$ cat src/rtl/uart_cmd_rx_if.sv
// rtl/uart_cmd_rx_if.sv - received-byte strobe in, sequencer instruction strobe out
interface uart_cmd_rx_if;
  logic [7:0] i_rx_data;
  logic       i_rx_valid;
  logic [7:0] o_inst;
  logic       o_inst_valid;

  modport master (output i_rx_data, i_rx_valid, input o_inst, o_inst_valid);
  modport slave  (input i_rx_data, i_rx_valid, output o_inst, o_inst_valid);
endinterface

$ cat src/rtl/uart_cmd_rx.sv
// rtl/uart_cmd_rx.sv - parses "XX"+CR/LF hex lines into instructions, buffers and issues them spaced out
module uart_cmd_rx #(
  parameter int FIFO_DEPTH = 4,
  parameter int ISSUE_GAP  = 16
) (
  input  logic         clk,
  input  logic         rst,
  uart_cmd_rx_if.slave bus,
  output logic         o_fifo_full,
  output logic         o_err,
  output logic [7:0]   o_err_cnt
);
  localparam int AW = (FIFO_DEPTH > 1) ? $clog2(FIFO_DEPTH) : 1;
  localparam int GW = (ISSUE_GAP > 1) ? $clog2(ISSUE_GAP) : 1;
  localparam logic [AW:0]   FULL_CNT = (AW+1)'(FIFO_DEPTH);
  localparam logic [GW-1:0] GAP_LOAD = GW'(ISSUE_GAP - 1);

  localparam logic [1:0] S_HI   = 2'd0;
  localparam logic [1:0] S_LO   = 2'd1;
  localparam logic [1:0] S_END  = 2'd2;
  localparam logic [1:0] S_SKIP = 2'd3;

  logic [1:0]    state, state_nxt;
  logic [3:0]    hi_nib, lo_nib;
  logic [7:0]    mem [FIFO_DEPTH];
  logic [AW-1:0] wr_ptr, rd_ptr;
  logic [AW:0]   count, count_nxt;
  logic [GW-1:0] gap_cnt;
  logic [7:0]    inst_q;
  logic          inst_valid_q;
  logic [7:0]    rx_byte;
  logic          is_hex, is_term;
  logic [3:0]    hex_val;
  logic          parse_err, push_req, push, pop, drop;

  assign rx_byte = bus.i_rx_data;
  assign is_term = (rx_byte == 8'h0D) || (rx_byte == 8'h0A);

  // Letters A-F/a-f share low nibbles 1..6, so +9 maps them to 10..15
  always_comb begin
    is_hex  = 1'b0;
    hex_val = 4'd0;
    if (rx_byte >= 8'h30 && rx_byte <= 8'h39) begin
      is_hex  = 1'b1;
      hex_val = rx_byte[3:0];
    end else if ((rx_byte >= 8'h41 && rx_byte <= 8'h46) ||
                 (rx_byte >= 8'h61 && rx_byte <= 8'h66)) begin
      is_hex  = 1'b1;
      hex_val = rx_byte[3:0] + 4'd9;
    end
  end

  always_comb begin
    state_nxt = state;
    parse_err = 1'b0;
    push_req  = 1'b0;
    if (bus.i_rx_valid) begin
      case (state)
        S_HI: begin
          if (is_hex) state_nxt = S_LO;
          else if (!is_term) begin
            parse_err = 1'b1;
            state_nxt = S_SKIP;
          end
        end
        S_LO: begin
          if (is_hex) state_nxt = S_END;
          else begin
            parse_err = 1'b1;
            state_nxt = is_term ? S_HI : S_SKIP;
          end
        end
        S_END: begin
          if (is_term) begin
            push_req  = 1'b1;
            state_nxt = S_HI;
          end else begin
            parse_err = 1'b1;
            state_nxt = S_SKIP;
          end
        end
        default: if (is_term) state_nxt = S_HI;
      endcase
    end
  end

  // A pop in the same cycle frees the slot, so a push into a full FIFO still lands
  assign pop       = (count != '0) && (gap_cnt == '0);
  assign push      = push_req && ((count != FULL_CNT) || pop);
  assign drop      = push_req && !push;
  assign count_nxt = count + (AW+1)'(push) - (AW+1)'(pop);

  always_ff @(posedge clk) begin
    if (push) mem[wr_ptr] <= {hi_nib, lo_nib};
  end

  always_ff @(posedge clk) begin
    if (rst) begin
      state        <= S_HI;
      hi_nib       <= 4'd0;
      lo_nib       <= 4'd0;
      wr_ptr       <= '0;
      rd_ptr       <= '0;
      count        <= '0;
      gap_cnt      <= '0;
      inst_q       <= 8'd0;
      inst_valid_q <= 1'b0;
      o_fifo_full  <= 1'b0;
      o_err        <= 1'b0;
      o_err_cnt    <= 8'd0;
    end else begin
      state <= state_nxt;
      if (bus.i_rx_valid && is_hex && state == S_HI) hi_nib <= hex_val;
      if (bus.i_rx_valid && is_hex && state == S_LO) lo_nib <= hex_val;
      if (push) wr_ptr <= wr_ptr + AW'(1);
      if (pop) begin
        rd_ptr  <= rd_ptr + AW'(1);
        inst_q  <= mem[rd_ptr];
        gap_cnt <= GAP_LOAD;
      end else if (gap_cnt != '0) begin
        gap_cnt <= gap_cnt - GW'(1);
      end
      count        <= count_nxt;
      inst_valid_q <= pop;
      o_fifo_full  <= (count_nxt == FULL_CNT);
      o_err        <= parse_err | drop;
      if ((parse_err | drop) && o_err_cnt != 8'hFF) o_err_cnt <= o_err_cnt + 8'd1;
    end
  end

  assign bus.o_inst       = inst_q;
  assign bus.o_inst_valid = inst_valid_q;
endmodule

$ cat src/flat_wrapper.sv
// flat-port wrapper written by rule: the top's interface ports become plain ports
module uart_cmd_rx_flat 
#(
  parameter int FIFO_DEPTH = 4,
  parameter int ISSUE_GAP  = 16
)
  (clk, rst, o_fifo_full, o_err, o_err_cnt, bus_i_rx_data, bus_i_rx_valid, bus_o_inst, bus_o_inst_valid);
  uart_cmd_rx_if bus_i ();
  input  logic clk;
  input  logic rst;
  output logic o_fifo_full;
  output logic o_err;
  output logic [7:0] o_err_cnt;
  input wire logic [$bits(bus_i.i_rx_data)-1:0] bus_i_rx_data;
  input wire logic [$bits(bus_i.i_rx_valid)-1:0] bus_i_rx_valid;
  output wire logic [$bits(bus_i.o_inst)-1:0] bus_o_inst;
  output wire logic [$bits(bus_i.o_inst_valid)-1:0] bus_o_inst_valid;
  assign bus_i.i_rx_data = bus_i_rx_data;
  assign bus_i.i_rx_valid = bus_i_rx_valid;
  assign bus_o_inst = bus_i.o_inst;
  assign bus_o_inst_valid = bus_i.o_inst_valid;
  uart_cmd_rx #(.FIFO_DEPTH(FIFO_DEPTH), .ISSUE_GAP(ISSUE_GAP)) u_core (.clk(clk), .rst(rst), .bus(bus_i), .o_fifo_full(o_fifo_full), .o_err(o_err), .o_err_cnt(o_err_cnt));
endmodule
$ cat config.mk
export PLATFORM = sky130hd
export DESIGN_NAME = uart_cmd_rx_flat
export DESIGN_NICKNAME = d
export VERILOG_FILES = /design/src/rtl/uart_cmd_rx_if.sv /design/src/rtl/uart_cmd_rx.sv /design/src/flat_wrapper.sv
export SDC_FILE = /design/constraint.sdc
export NUM_CORES = 1
export LEC_CHECK = 0
export CAP_MARGIN = 30
export CELL_PAD_IN_SITES_DETAIL_PLACEMENT = 1
export CELL_PAD_IN_SITES_GLOBAL_PLACEMENT = 1
export CORE_ASPECT_RATIO = 0.75
export CORE_MARGIN = 5
export CORE_UTILIZATION = 45
export DETAILED_ROUTE_END_ITERATION = 8
export PLACE_DENSITY_LB_ADDON = 0.05
export SLEW_MARGIN = 20
export SYNTH_ARGS = -nofsm -noshare
export SYNTH_HDL_FRONTEND = slang
export SYNTH_SLANG_ARGS = --single-unit
$ cat constraint.sdc
create_clock -name clk -period 3.83 [get_ports clk]
set_input_delay 0.766 -clock clk [delete_from_list [all_inputs] [get_ports clk]]
set_output_delay 0.766 -clock clk [all_outputs]
set_load 0.1 [all_outputs]
==> impl_metrics.yaml <==
floorplanning:
  core_area_sq_um: 7360
  dieArea_sq_um: 9420
  die_width_microns: 110
  rows: 27
  die_y_microns: 85.3
  initial_utilization_pct: 46.2
  ios: 30
drt:
  routedWlPerCell_microns: 16.7
  via_per_inst: 5.29
  drtIter0Drc: 118
  drt_wl_total_mm: 7.22
  vias: 2289
  route.detailed.drc: 0
  firstDrtPassIters: 4
  ant_nets: 0
placement:
  dp_hpwl_mm: 5.27
  place_ws_ns: 0.338
  globalplace.congestion: 0.816
  portBuffers: 29
final_layout:
  antenna_cells: 0
  layout-drive-gt1-share_pct: 10.5
  multi_input_area_sq_um: 1530
  areaGrowthSynthToFinish_pct: 17.7
  mostFrequentLayoutCells: "40 x dfxtp_1, 32 x edfxtp_1, 29 x clkdlybuf4s50_1"
  fillCellCount: 810
  layout.nets: 356
  final-seq-area_sq_um: 1760
  final_common_cell: "dfxtp_1"
timing:
  layout_min_cycle_time_ns: 3.15
  fmax_mhz: 317
  worstMarginPinSlew_ns: 0.985
  hold_viol_final: 0
  tns_ns: 0
  skew_ns: 0.00669
  setup_viol: 0
  finalMaxSlewViolations: 0
  final.setup.worst_slack_ns: 0.678
  rsz0062_at_grt: "no"
  slew_headroom_pct: 34.1
  fin_crit_sh_pct: 82.3
synth:
  synth_edf_count: 32
  synth_cell_types: 60
  yosys.area.top_type: "edfxtp_1"
  ys_seq_area_share_pct: 51.8
  synth_cells: 297
  syn-num-nets: 325
  synth-seq-cells: 72
  synthFlopType: "dfxtp_1"
  yosysWarnings: 0
  synth_area_sq_um: 3400
  synth_area_leaders: "edfxtp_1 28%, dfxtp_1 24%, ha_1 5.9%"
  synth_top_area_share_pct: 28.2
  synthArstFlopShare_pct: 0
  avgSynthCellArea_sq_um: 11.5
critical_path:
  r2r_start: "u_core.gap_cnt[0]$_SDFFE_PP0P_"
  cp-startpoint: "u_core.gap_cnt[0]$_SDFFE_PP0P_"
  r2r-end: "u_core.o_fifo_full$_SDFF_PP0_"
  arrival_ns: 3.39
  end_kind: "register"
  crit_type: "register to register"
  cp.required_ns: 4.07
  start_kind: "register"
  reg2reg_depth: 10
  crit_path_max_fanout: 11
  cp-endpoint: "u_core.o_fifo_full$_SDFF_PP0_"
  reg2reg_slack_ns: 0.68
power:
  p_comb_share_pct: 29.7
  p_int_w: 0.00151
  vdd_ir_drop_max_v: 0.000207
  p_seq_share_pct: 41.2
  switching_share_pct: 33.3
  p_leak_nw: 1.49
  p_sw_w: 0.000753
  pwr_density_cell_nw_per_um2: 564
  p_clk_share_pct: 29.1
status:
  status: "completed"
grt:
  grt_pass1_wl_mm: 12.4
  grt_util_all_layers_pct: 16.5
  grt_pass1_vias: 2392
  overflow: 0
  antenna_found_initial: 0
  grt_max_degree: 39
cts:
  clk_latency_ns: 0.34
  hold_buffers: 0
  cts_tree: "yes"
  postCtsSetupBuffers: 0
  cts.sinks: 72
  cts-htree-levels: 3
  cts_max_path_buffers: 2
  cts.clk_slew.worst_paths_ns: 0.07
  ctsResizeCount: 0
  cts_buffers: 9
  cts_root_buf: "clkbuf_8"
hold_path:
  holdCritPathClass: "register to register"
job:
  cap_violations: 0
cells in the mapped netlist, drive strengths merged, types with 2 or more instances:
library cell	number
nand3	9
mux2i	11
dfxtp	40
nand2	28
inv	16
nor3	5
nor2b	9
a31oi	3
nor4	2
a21oi	14
clkbuf	8
a211oi	4
buf	3
and3	2
xor2	2
xnor2	8
edfxtp	32
or2	2
nand4	4
a21o	2
mux2	3
mux4	8
a221o	2
and2	6
nor2	26
nor4b	2
o21ai	7
ha	16
o211ai	2
power by group through the flow:
stage	Sequential, W	Clock (W)	Combinational [W]
after floorplan	0.00104	0	0.000419
after global placement	0.000944	0	0.000650
after detailed placement	0.000949	0	0.000669
after CTS	0.000934	0.000678	0.000676
after global routing	0.000946	0.000713	0.000731
final	0.000932	0.000658	0.000671
flip-flops by register name (all words and copies together), names as in the netlist:
name                     cells
u_core.bus.o_inst_valid      1
u_core.bus.o_inst            8
u_core.wr_ptr                2
u_core.count                 3
u_core.hi_nib                4
u_core.gap_cnt               4
u_core.o_fifo_full           1
u_core.lo_nib                4
u_core.o_err_cnt             8
u_core.o_err                 1
u_core.rd_ptr                2
u_core.state                 2
u_core.mem                  32
routing by layer:
| layer | global-route usage, % | share of wire [%] |
|---|---|---|
| met5 | 0 | 0 |
| met3 | 4.70 | 2.8 |
| met4 | 4.70 | 1.2 |
| met2 | 25.7 | 46 |
| met1 | 22.5 | 50 |
worst min path at each step:
stage	from	endpoint	slack, ns	cells past startpoint
final	u_core.bus.o_inst[7]$_SDFFE_PP0P_	u_core.bus.o_inst[7]$_SDFFE_PP0P_	0.46	2
after global routing	u_core.bus.o_inst[1]$_SDFFE_PP0P_	u_core.bus.o_inst[1]$_SDFFE_PP0P_	0.49	2
after CTS	u_core.bus.o_inst[7]$_SDFFE_PP0P_	u_core.bus.o_inst[7]$_SDFFE_PP0P_	0.46	2
after detailed placement	u_core.bus.o_inst[7]$_SDFFE_PP0P_	u_core.bus.o_inst[7]$_SDFFE_PP0P_	0.45	2
after global placement	u_core.bus.o_inst[3]$_SDFFE_PP0P_	u_core.bus.o_inst[3]$_SDFFE_PP0P_	0.44	2
after floorplan	u_core.lo_nib[0]$_SDFFE_PP0P_	u_core.mem[0][0]$_DFFE_PP_	0.46	0
through the flow:
stage | power [W] | cell area (sq um) | cells | util [%] | hold WS [ns]
floorplan | 0.00146 | 3400 | 297 | - | 0.460
detailed placement | 0.00162 | 3780 | 418 | 51.4 | 0.451
global route | 0.00239 | 4010 | 433 | 54.4 | 0.488
global placement | 0.00159 | 3780 | 418 | 51.4 | 0.443
finish | 0.00226 | 4010 | 433 | 54.4 | 0.459
CTS | 0.00229 | 4010 | 433 | 54.4 | 0.461
cell families after synthesis:
group                      Yosys count  synth area share [%]
and+or+nand+nor                    102                  15.5
DFF                                 72                  51.8
AOI/OAI and AO/OA                   47                  10.8
buffers and inverters               27                  3.24
muxes                               22                  9.63
adders and majority gates           17                  6.47
xor gates and xnor gates            10                  2.57
area by class of cell:
class / instances / share of cell area [%]
inverters: 16 / 1.50
repair buffers: 31 / 7.62
multi-input cells: 198 / 38.2
clock inverters: 3 / 1.62
flip-flops and latches: 72 / 44.0
clock buffers: 12 / 3.87
well taps: 101 / 3.16
critical path: stages, from the launching register on:
cell     delay [ns]
dfxtp_1        0.34
inv_1          0.06
ha_1           0.17
or3b_1         0.50
or2_2          0.43
inv_1          0.32
ha_1           0.30
inv_1          0.06
ha_1           0.15
fa_1           0.44
nor4_1         0.29
(Power assumes the default switching activity.)
